`src/rtl/rr_pkg.sv`:
```
// Shared definitions for the round-robin request collector: error bit positions,
// per-slot status struct and index-width helper.
package rr_pkg;

    localparam int unsigned ERR_DROP      = 0;
    localparam int unsigned ERR_BAD_GRANT = 1;

    typedef struct packed {
        logic full;
        logic req;
        logic starve;
    } slot_status_t;

    // Index width for n clients; never narrower than one bit.
    function automatic int unsigned idx_w(input int unsigned n);
        return (n > 1) ? $clog2(n) : 1;
    endfunction

endpackage

```
`src/rtl/rr_req_slot.sv`:
```
// One client slot: saturating outstanding-request counter, wait counter and
// full/starve status.
module rr_req_slot
    import rr_pkg::*;
#(
    parameter int unsigned CNT_W    = 4,
    parameter int unsigned WAIT_W   = 16,
    parameter int unsigned MAX_WAIT = 64
) (
    input  logic              clk_i,
    input  logic              rst_n_i,
    input  logic              req_i,
    input  logic              grant_i,   // qualified grant event: only high when count != 0
    output slot_status_t      status_o,
    output logic [WAIT_W-1:0] wait_o,
    output logic              drop_o
);

    logic [CNT_W-1:0]  cnt_q, cnt_d;
    logic [WAIT_W-1:0] wait_q, wait_d;
    logic              full;
    logic              pending;

    always_comb begin
        full    = (cnt_q == {CNT_W{1'b1}});
        pending = (cnt_q != '0);
        cnt_d   = cnt_q;
        drop_o  = 1'b0;
        wait_d  = wait_q;

        // Request and grant together cancel, which also admits a request at full.
        if (req_i && !grant_i) begin
            if (full) begin
                drop_o = 1'b1;
            end else begin
                cnt_d = cnt_q + 1'b1;
            end
        end else if (!req_i && grant_i) begin
            cnt_d = cnt_q - 1'b1;
        end

        if (!pending || grant_i) begin
            wait_d = '0;
        end else if (wait_q != {WAIT_W{1'b1}}) begin
            wait_d = wait_q + 1'b1;
        end
    end

    always_ff @(posedge clk_i or negedge rst_n_i) begin
        if (!rst_n_i) begin
            cnt_q  <= '0;
            wait_q <= '0;
        end else begin
            cnt_q  <= cnt_d;
            wait_q <= wait_d;
        end
    end

    assign status_o.full   = full;
    assign status_o.req    = pending;
    assign status_o.starve = (wait_q >= WAIT_W'(MAX_WAIT));
    assign wait_o          = wait_q;

endmodule

```
`src/rtl/rr_req_collector.sv`:
```
// Request-side front end for rr_top: per-client request counters, grant decode,
// acknowledge generation and starvation/high-water monitoring.
module rr_req_collector
    import rr_pkg::*;
#(
    parameter int unsigned REQCNT   = 16,
    parameter int unsigned CNT_W    = 4,
    parameter int unsigned WAIT_W   = 16,
    parameter int unsigned MAX_WAIT = 64
) (
    input  logic                       clk_i,
    input  logic                       rst_n_i,
    input  logic [REQCNT-1:0]          cli_req_i,
    output logic [REQCNT-1:0]          cli_full_o,
    output logic [REQCNT-1:0]          arb_req_o,
    output logic                       arb_req_val_o,
    input  logic [idx_w(REQCNT)-1:0]   arb_num_i,
    input  logic                       arb_num_val_i,
    output logic [REQCNT-1:0]          cli_ack_o,
    output logic [REQCNT-1:0]          starve_o,
    output logic [WAIT_W-1:0]          max_wait_o,
    output logic [1:0]                 err_o
);

    localparam int unsigned IDX_W = idx_w(REQCNT);

    slot_status_t      status   [REQCNT];
    logic [WAIT_W-1:0] wait_cnt [REQCNT];
    logic [REQCNT-1:0] grant_ev;
    logic [REQCNT-1:0] drop;

    logic [REQCNT-1:0] ack_q;
    logic [WAIT_W-1:0] max_wait_q, max_wait_d;
    logic [1:0]        err_q, err_d;
    logic              bad_grant;

    for (genvar i = 0; i < REQCNT; i++) begin : g_slot
        rr_req_slot #(
            .CNT_W    (CNT_W),
            .WAIT_W   (WAIT_W),
            .MAX_WAIT (MAX_WAIT)
        ) u_slot (
            .clk_i    (clk_i),
            .rst_n_i  (rst_n_i),
            .req_i    (cli_req_i[i]),
            .grant_i  (grant_ev[i]),
            .status_o (status[i]),
            .wait_o   (wait_cnt[i]),
            .drop_o   (drop[i])
        );
    end

    // An out-of-range index matches no slot, so it falls into the bad-grant case.
    always_comb begin
        for (int i = 0; i < REQCNT; i++) begin
            arb_req_o[i]  = status[i].req;
            cli_full_o[i] = status[i].full;
            starve_o[i]   = status[i].starve;
            grant_ev[i]   = arb_num_val_i && (arb_num_i == IDX_W'(i)) && status[i].req;
        end
    end

    assign arb_req_val_o = |arb_req_o;
    assign bad_grant     = arb_num_val_i && !(|grant_ev);

    always_comb begin
        err_d                = err_q;
        err_d[ERR_DROP]      = err_q[ERR_DROP] | (|drop);
        err_d[ERR_BAD_GRANT] = err_q[ERR_BAD_GRANT] | bad_grant;

        max_wait_d = max_wait_q;
        for (int i = 0; i < REQCNT; i++) begin
            if (wait_cnt[i] > max_wait_d) begin
                max_wait_d = wait_cnt[i];
            end
        end
    end

    always_ff @(posedge clk_i or negedge rst_n_i) begin
        if (!rst_n_i) begin
            ack_q      <= '0;
            max_wait_q <= '0;
            err_q      <= '0;
        end else begin
            ack_q      <= grant_ev;
            max_wait_q <= max_wait_d;
            err_q      <= err_d;
        end
    end

    assign cli_ack_o  = ack_q;
    assign max_wait_o = max_wait_q;
    assign err_o      = err_q;

endmodule
```
`config.mk`:
```
export PLATFORM = sky130hd
export DESIGN_NAME = rr_req_collector
export DESIGN_NICKNAME = d
export VERILOG_FILES = /design/src/rtl/rr_pkg.sv /design/src/rtl/rr_req_slot.sv /design/src/rtl/rr_req_collector.sv
export SDC_FILE = /design/constraint.sdc
export NUM_CORES = 2
export LEC_CHECK = 0
export CORE_MARGIN = 1
export CORE_UTILIZATION = 30
export DETAILED_ROUTE_END_ITERATION = 16
export MAX_ROUTING_LAYER = met4
export SLEW_MARGIN = 20
export SYNTH_ARGS = -nofsm -noshare
export SYNTH_HDL_FRONTEND = slang
export SYNTH_SLANG_ARGS = --single-unit
```
`constraint.sdc`:
```
create_clock -name clk_i -period 62.2 [get_ports clk_i]
set_input_delay 9.33 -clock clk_i [delete_from_list [all_inputs] [get_ports clk_i]]
set_output_delay 9.33 -clock clk_i [all_outputs]
set_load 0.1 [all_outputs]
```
# Word level (Yosys, flattened, before mapping)
# Index checks and enable logic that the tools add are counted.
[word_totals] regBits=354 latch_bits=0 ram_bits=0 rom_bits=0 inputBits=23 output_inout_bits=83 wordCells=506 memories=0
[op_classes] n_addsub=48 mul=0 n_div=0 magnitude_cmp=32 n_eq_ne=63 shifts=0 n_mux=128 n_bitwise=2 n_reduce_logical=198
[op_table] operator="two-way mux 16 bit" n=48
[op_table] operator="adder 16 x 1 -> 16 bit (second input constant)" n=16
[op_table] operator=">= comparator 16 x 7 -> 1 bit (second input constant)" n=16
[op_table] operator="greater-than comparator 16 bit" n=16
[op_table] operator="!= test 16 bit (second input constant)" n=16
[op_table] operator="two-way mux 4 bit" n=48
[op_table] operator="equality test 4 bit (second input constant)" n=24
[op_table] operator="logical AND 1 bit" n=65
[op_table] operator="adder 4 x 1 -> 4 bit (second input constant)" n=16
[op_table] operator="nonzero test 2 bit" n=32
[op_table] operator="nonzero test 4 bit" n=16
[op_table] operator="subtractor 4 x 1 -> 4 bit (second input constant)" n=16
[op_table] operator="zero test 1 bit" n=49
[op_table] operator="OR reduction 16 bit" n=3
[op_table] operator="two-way mux 1 bit" n=32
[op_table] operator="!= test 2 bit (second input constant)" n=16
[op_table] operator="AND reduction 2 bit" n=16
[op_table] operator="equality test 4 x 3 -> 1 bit (second input constant)" n=4
[op_table] operator="logical OR 1 bit" n=16
[op_table] operator="equality test 4 x 2 -> 1 bit (second input constant)" n=2
[op_table] operator="equality test 4 x 1 -> 1 bit (second input constant)" n=1
[op_table] operator="zero test 4 bit" n=1
[op_table] operator="OR 1 bit" n=2

# Logic depth before layout (Yosys ltp)
[depth] ltp_word=32 depth_mapped=237 mapped_depth_nobuf=215

# Hierarchy
# A second synthesis with hierarchy kept.
[hier_totals] cells_unflattened=3603 area_unflattened_um2=31277.5
[modules_own_cells] module="rr_req_slot at g_slot[0].u_slot ..." instances=10 cells_each=126 area_each_um2=1217.4 seq_area_each_um2=500.5
[modules_own_cells] module="rr_req_collector" instances=1 cells_each=1590 area_each_um2=11932.7 seq_area_each_um2=850.8
[modules_own_cells] module="rr_req_slot at g_slot[14].u_slot ..." instances=5 cells_each=125 area_each_um2=1187.4 seq_area_each_um2=500.5
[modules_own_cells] module="rr_req_slot at g_slot[9].u_slot" instances=1 cells_each=128 area_each_um2=1233.7 seq_area_each_um2=500.5

# Worst setup path after synthesis
# No wires, ideal clock.
[synth_path] path_type="register -> register" startpoint="register max_wait_q[14] (netlist: max_wait_o[14])" endpoint="register max_wait_q[15] (netlist: max_wait_o[15])" setup_ps=78 arrival_ps=39481 required_ps=62122 path_slack_ps=22642 stages_incl_launch_ff=221 path_buffers=23 synth_period_minus_slack_ps=39558 path_cell_list="dfrtp_1 > inv_1 > ha_1 > nand4_1 > or4_4 > o22ai_1 > clkbuf_1 > mux2i_1 > ha_1 > nand4_1 > or3_1 > or3_1 > or4_1 > o211ai_1 > nor2_1 > clkbuf_1 > clkbuf_1 > o21ai_0 > [185 not listed] > nor2_1 > a211o_1 > buf_2 > buf_6 > mux2i_1 > ha_1 > a21oi_1 > o22ai_1 > o21a_1 > o21a_1 > o21ai_0 > nand2b_1 > a21oi_1 > o221ai_1 > o41ai_1 > clkbuf_1 > nor2_1 > a21oi_1"
[synth_via] elab_chain_cells=32
[synth_lines] element="from (decl)" line="rr_req_collector.sv:33" rtl="logic [WAIT_W-1:0] max_wait_q, max_wait_d;"
[synth_lines] element="from (signal assigned)" line="rr_req_collector.sv:86" rtl="max_wait_q <= max_wait_d;"
[synth_lines] element="greater-than comparator 16 bit" line="rr_req_collector.sv:73" rtl="if (wait_cnt[i] > max_wait_d) begin"
[synth_lines] element="two-way mux 16 bit (*)" line="rr_req_collector.sv:73"
[synth_lines] element="greater-than comparator 16 bit" line="rr_req_collector.sv:73"
[synth_lines] element="two-way mux 16 bit (*)" line="rr_req_collector.sv:73"
[synth_lines] element="greater-than comparator 16 bit" line="rr_req_collector.sv:73"
[synth_lines] element="two-way mux 16 bit (*)" line="rr_req_collector.sv:73"
[synth_lines] element="greater-than comparator 16 bit" line="rr_req_collector.sv:73"
[synth_lines] element="two-way mux 16 bit (*)" line="rr_req_collector.sv:73"
[synth_lines] element="[17 not listed]"
[synth_lines] element="two-way mux 16 bit (*)" line="rr_req_collector.sv:73"
[synth_lines] element="greater-than comparator 16 bit" line="rr_req_collector.sv:73"
[synth_lines] element="two-way mux 16 bit (*)" line="rr_req_collector.sv:73"
[synth_lines] element="greater-than comparator 16 bit" line="rr_req_collector.sv:73"
[synth_lines] element="two-way mux 16 bit (*)" line="rr_req_collector.sv:73"
[synth_lines] element="greater-than comparator 16 bit" line="rr_req_collector.sv:73"
[synth_lines] element="two-way mux 16 bit (*)" line="rr_req_collector.sv:73"
[synth_lines] element="via max_wait_d[15]" line="rr_req_collector.sv:33"
# Mark *: on every way through the listed nets, which the timed path passes. The rest lies on a longest branch.
# A chain may end at the register's enable or synchronous reset.

# Worst setup path after layout
[layout_path] startpoint="register max_wait_q[14] (netlist: max_wait_o[14])" endpoint="register max_wait_q[13] (netlist: max_wait_o[13])"
# Same word-level chain as after synthesis.

==> flow_summary.ini <==
[run_status]
status = complete, no violations

[timing]
hold_viol = 0
tightest_slew_ps = 1040
fmax_mhz = 23.3
setup_tns_ps = 0
slew_violations = 0
finalCriticalPeriod_ps = 42910
rsz0062_at_grt = no
relSlewSlack_pct = 30.6
setup_viol = 0
post-route-period-util_pct = 69.0
fin_worst_skew_ps = 24.4

[clock_network]
clk_path_buf_depth = 3
clkTransAtPathRegs_ps = 60
post_cts_buffers = 0
numCtsBuffers = 44
clock_sinks = 354
holdBufCountCts = 0
cts-resized-gates = 0
clk_latency_ps = 590
h-tree-depth = 2
ctsRootBufferMaster = clkbuf_16
cts_tree = done

[drt]
dr.pass1.iters = 6
drc = 0
avgRoutedWirePerCell_um = 17.0
wl_um = 79900
vias = 24100
drtIter0Drc = 1689
drt.antenna.violating_nets = 0
detail_route.vias_per_cell = 5.13

[synth]
synth_flop_cell = dfrtp_1
async_flop_share_pct = 100
synth_area_mm2 = 0.0285
synth_seq_area_share_pct = 31.1
synth.distinct_cells = 86
syn_inst = 3361
synth-edff-count = 0
syn_area_per_cell_um2 = 8.49
synth_fp_nets = 3694
ys_seq_elements = 354
yosys_warnings = 0

[worst_setup_path]
crit_slowest_cell = a31oi_2
cp.arrival_ps = 43370
reg2reg_slack_ps = 19290
r2r_cells = 205
critPathKind = reg -> reg
cp_slowest_stage_delay_ps = 810
regToRegStartpoint = max_wait_o[14]$_DFF_PN0_
cp-start-kind = register
r2r-end = max_wait_o[13]$_DFF_PN0_
crit_path_end_kind = register
worstPathRequired_ps = 62660
cp_max_fo = 31
worst_path_most_repeated_cell = a21oi_1

[cells_and_area]
seqCellArea_mm2 = 0.00886
drive_above_1_share_pct = 5.76
area_delta_synth_final_pct = 12.7
multiInputGateArea_mm2 = 0.0180
post-route-util_pct = 34.3
fillers = 9635
diodes = 0
nets = 3735

[global_routing]
grt_pass1_wl_um = 127000
overflow = 0
gr-usage-all-layers_pct = 17.0
antenna_found_initial = 2
grt_pass1_vias = 22600
grt_max_degree = 112

[floorplan]
die_w_um = 310
start_util_pct = 30.4
coreArea_mm2 = 0.0937
row_count = 112
fp.dieH_um = 310
ios = 106
dieArea_mm2 = 0.0963

[job]
drv_cap = 0

[placement]
port_buffers = 105
gp_congestion = 0.924
post-dp-hpwl_um = 61700

[worst_hold_path]
holdPathEnd = err_o[1]$_DFF_PN0_
min_path_cells = 1
min_path_type = reg -> reg
hold_start = err_o[1]$_DFF_PN0_
-- final cells by class --
type,instances,share of cell area [%]
Multi-Input combinational cell,2598,56.1
Sequential cell,354,27.6
Tap cell,1254,4.88
Clock buffer,66,4.03
Timing Repair Buffer,118,3.58
Inverter,286,3.34
Clock inverter,14,0.494
-- cell usage in the layout (no fill, tap or decap), drive strengths merged, types with 23 or more instances in the layout --
cell and count:
a21o 83, a21oi 200, a31oi 23, and3 52, clkbuf 66, clkdlybuf4s50 103, dfrtp 354, ha 294
inv 288, mux2 82, mux2i 108, nand2 254, nand3 158, nand4 110, nor2 383, nor2b 35
nor3 59, nor4 51, o21ai 158, or3 49, or4 24, xnor2 132, xor2 107
-- per-stage QoR --
step | instance area [um^2] | setup WS [ps] | hold slack, ps | instances
after floorplan | 28500 | 22640 | 460 | 3361
after global placement | 30700 | 20340 | 458 | 4610
after detailed placement | 30700 | 19350 | 455 | 4610
after CTS | 32100 | 19300 | 467 | 4690
after global routing | 32100 | 15330 | 483 | 4690
final | 32100 | 19290 | 471 | 4690
-- synth_stat cells (7+ instances only) --
cell	instances	area, um^2
o21a_1	12	90.1
nor2_1	383	1440
o211ai_1	7	52.6
o22ai_1	12	75.1
nand2b_1	17	106
mux2_2	75	845
a21o_1	83	623
and3_1	52	325
mux2i_1	107	1070
nor2b_1	35	219
ha_1	294	3680
a31oi_1	21	131
buf_2	7	35.0
or2_2	14	87.6
o31ai_1	7	52.6
inv_1	286	1070
nand2_1	253	950
a21oi_1	200	1000
nor4_1	51	319
o21ai_1	23	115
xnor2_1	132	1160
or4_1	23	173
nand4_1	110	688
fa_1	16	320
buf_4	32	240
or3_1	48	300
clkbuf_1	79	297
a311oi_1	8	70.1
and2_1	17	106
nand3_1	158	791
dfrtp_1	354	8860
and4_1	19	166
o21ai_0	135	676
xor2_1	107	937
nor3_1	58	290
-- kinds of logic (layout without fill, tap and decap cells) --
logic type      count (synthesis)  after routing  share of synthesized area (%)
flops                         354            354                           31.1
compound gates                586            586                           12.7
mux                           190            190                           7.07
xor+xnor                      239            239                           7.34
buf+inv                       409            484                           5.86
simple gates                 1268           1268                           21.8
fa+ha+maj                     315            315                           14.2
-- per-layer routing --
metal,share of wire [%],wire [um],global-route usage [%]
met3,4.7,3780,1.91
met4,2.1,1660,4.14
met1,48,38200,23.4
met5,0,0,-
met2,45,36200,26.5
-- critical path: cells and delay by family, from the launching register on --
kind | cells | cell delay, ps
buf+inv | 16 | 2190
flops | 1 | 570
mux | 10 | 3140
simple gates | 67 | 11240
fa+ha+maj | 16 | 4650
compound gates | 96 | 20880
-- how the worst max path moves through the flow --
stage / startpoint / end / slack (ps) / cells past startpoint
floorplan: max_wait_o[14]$_DFF_PN0_ / max_wait_o[15]$_DFF_PN0_ / 22640 / 220
global placement: max_wait_o[14]$_DFF_PN0_ / max_wait_o[13]$_DFF_PN0_ / 20340 / 205
detailed placement: max_wait_o[14]$_DFF_PN0_ / max_wait_o[13]$_DFF_PN0_ / 19350 / 204
CTS: max_wait_o[14]$_DFF_PN0_ / max_wait_o[13]$_DFF_PN0_ / 19300 / 204
global route: max_wait_o[14]$_DFF_PN0_ / max_wait_o[13]$_DFF_PN0_ / 15330 / 206
finish: max_wait_o[14]$_DFF_PN0_ / max_wait_o[13]$_DFF_PN0_ / 19290 / 205
-- state kept, by name (all words and copies together) (netlist names) --
signal	cells
g_slot.u_slot.wait_o	256
max_wait_o	16
cli_ack_o	16
g_slot.u_slot.cnt_q	64
err_o	2
Power is left out: the tool's default activity adds up to more than one toggle a clock period on the data nets, which glitch-free logic cannot reach.
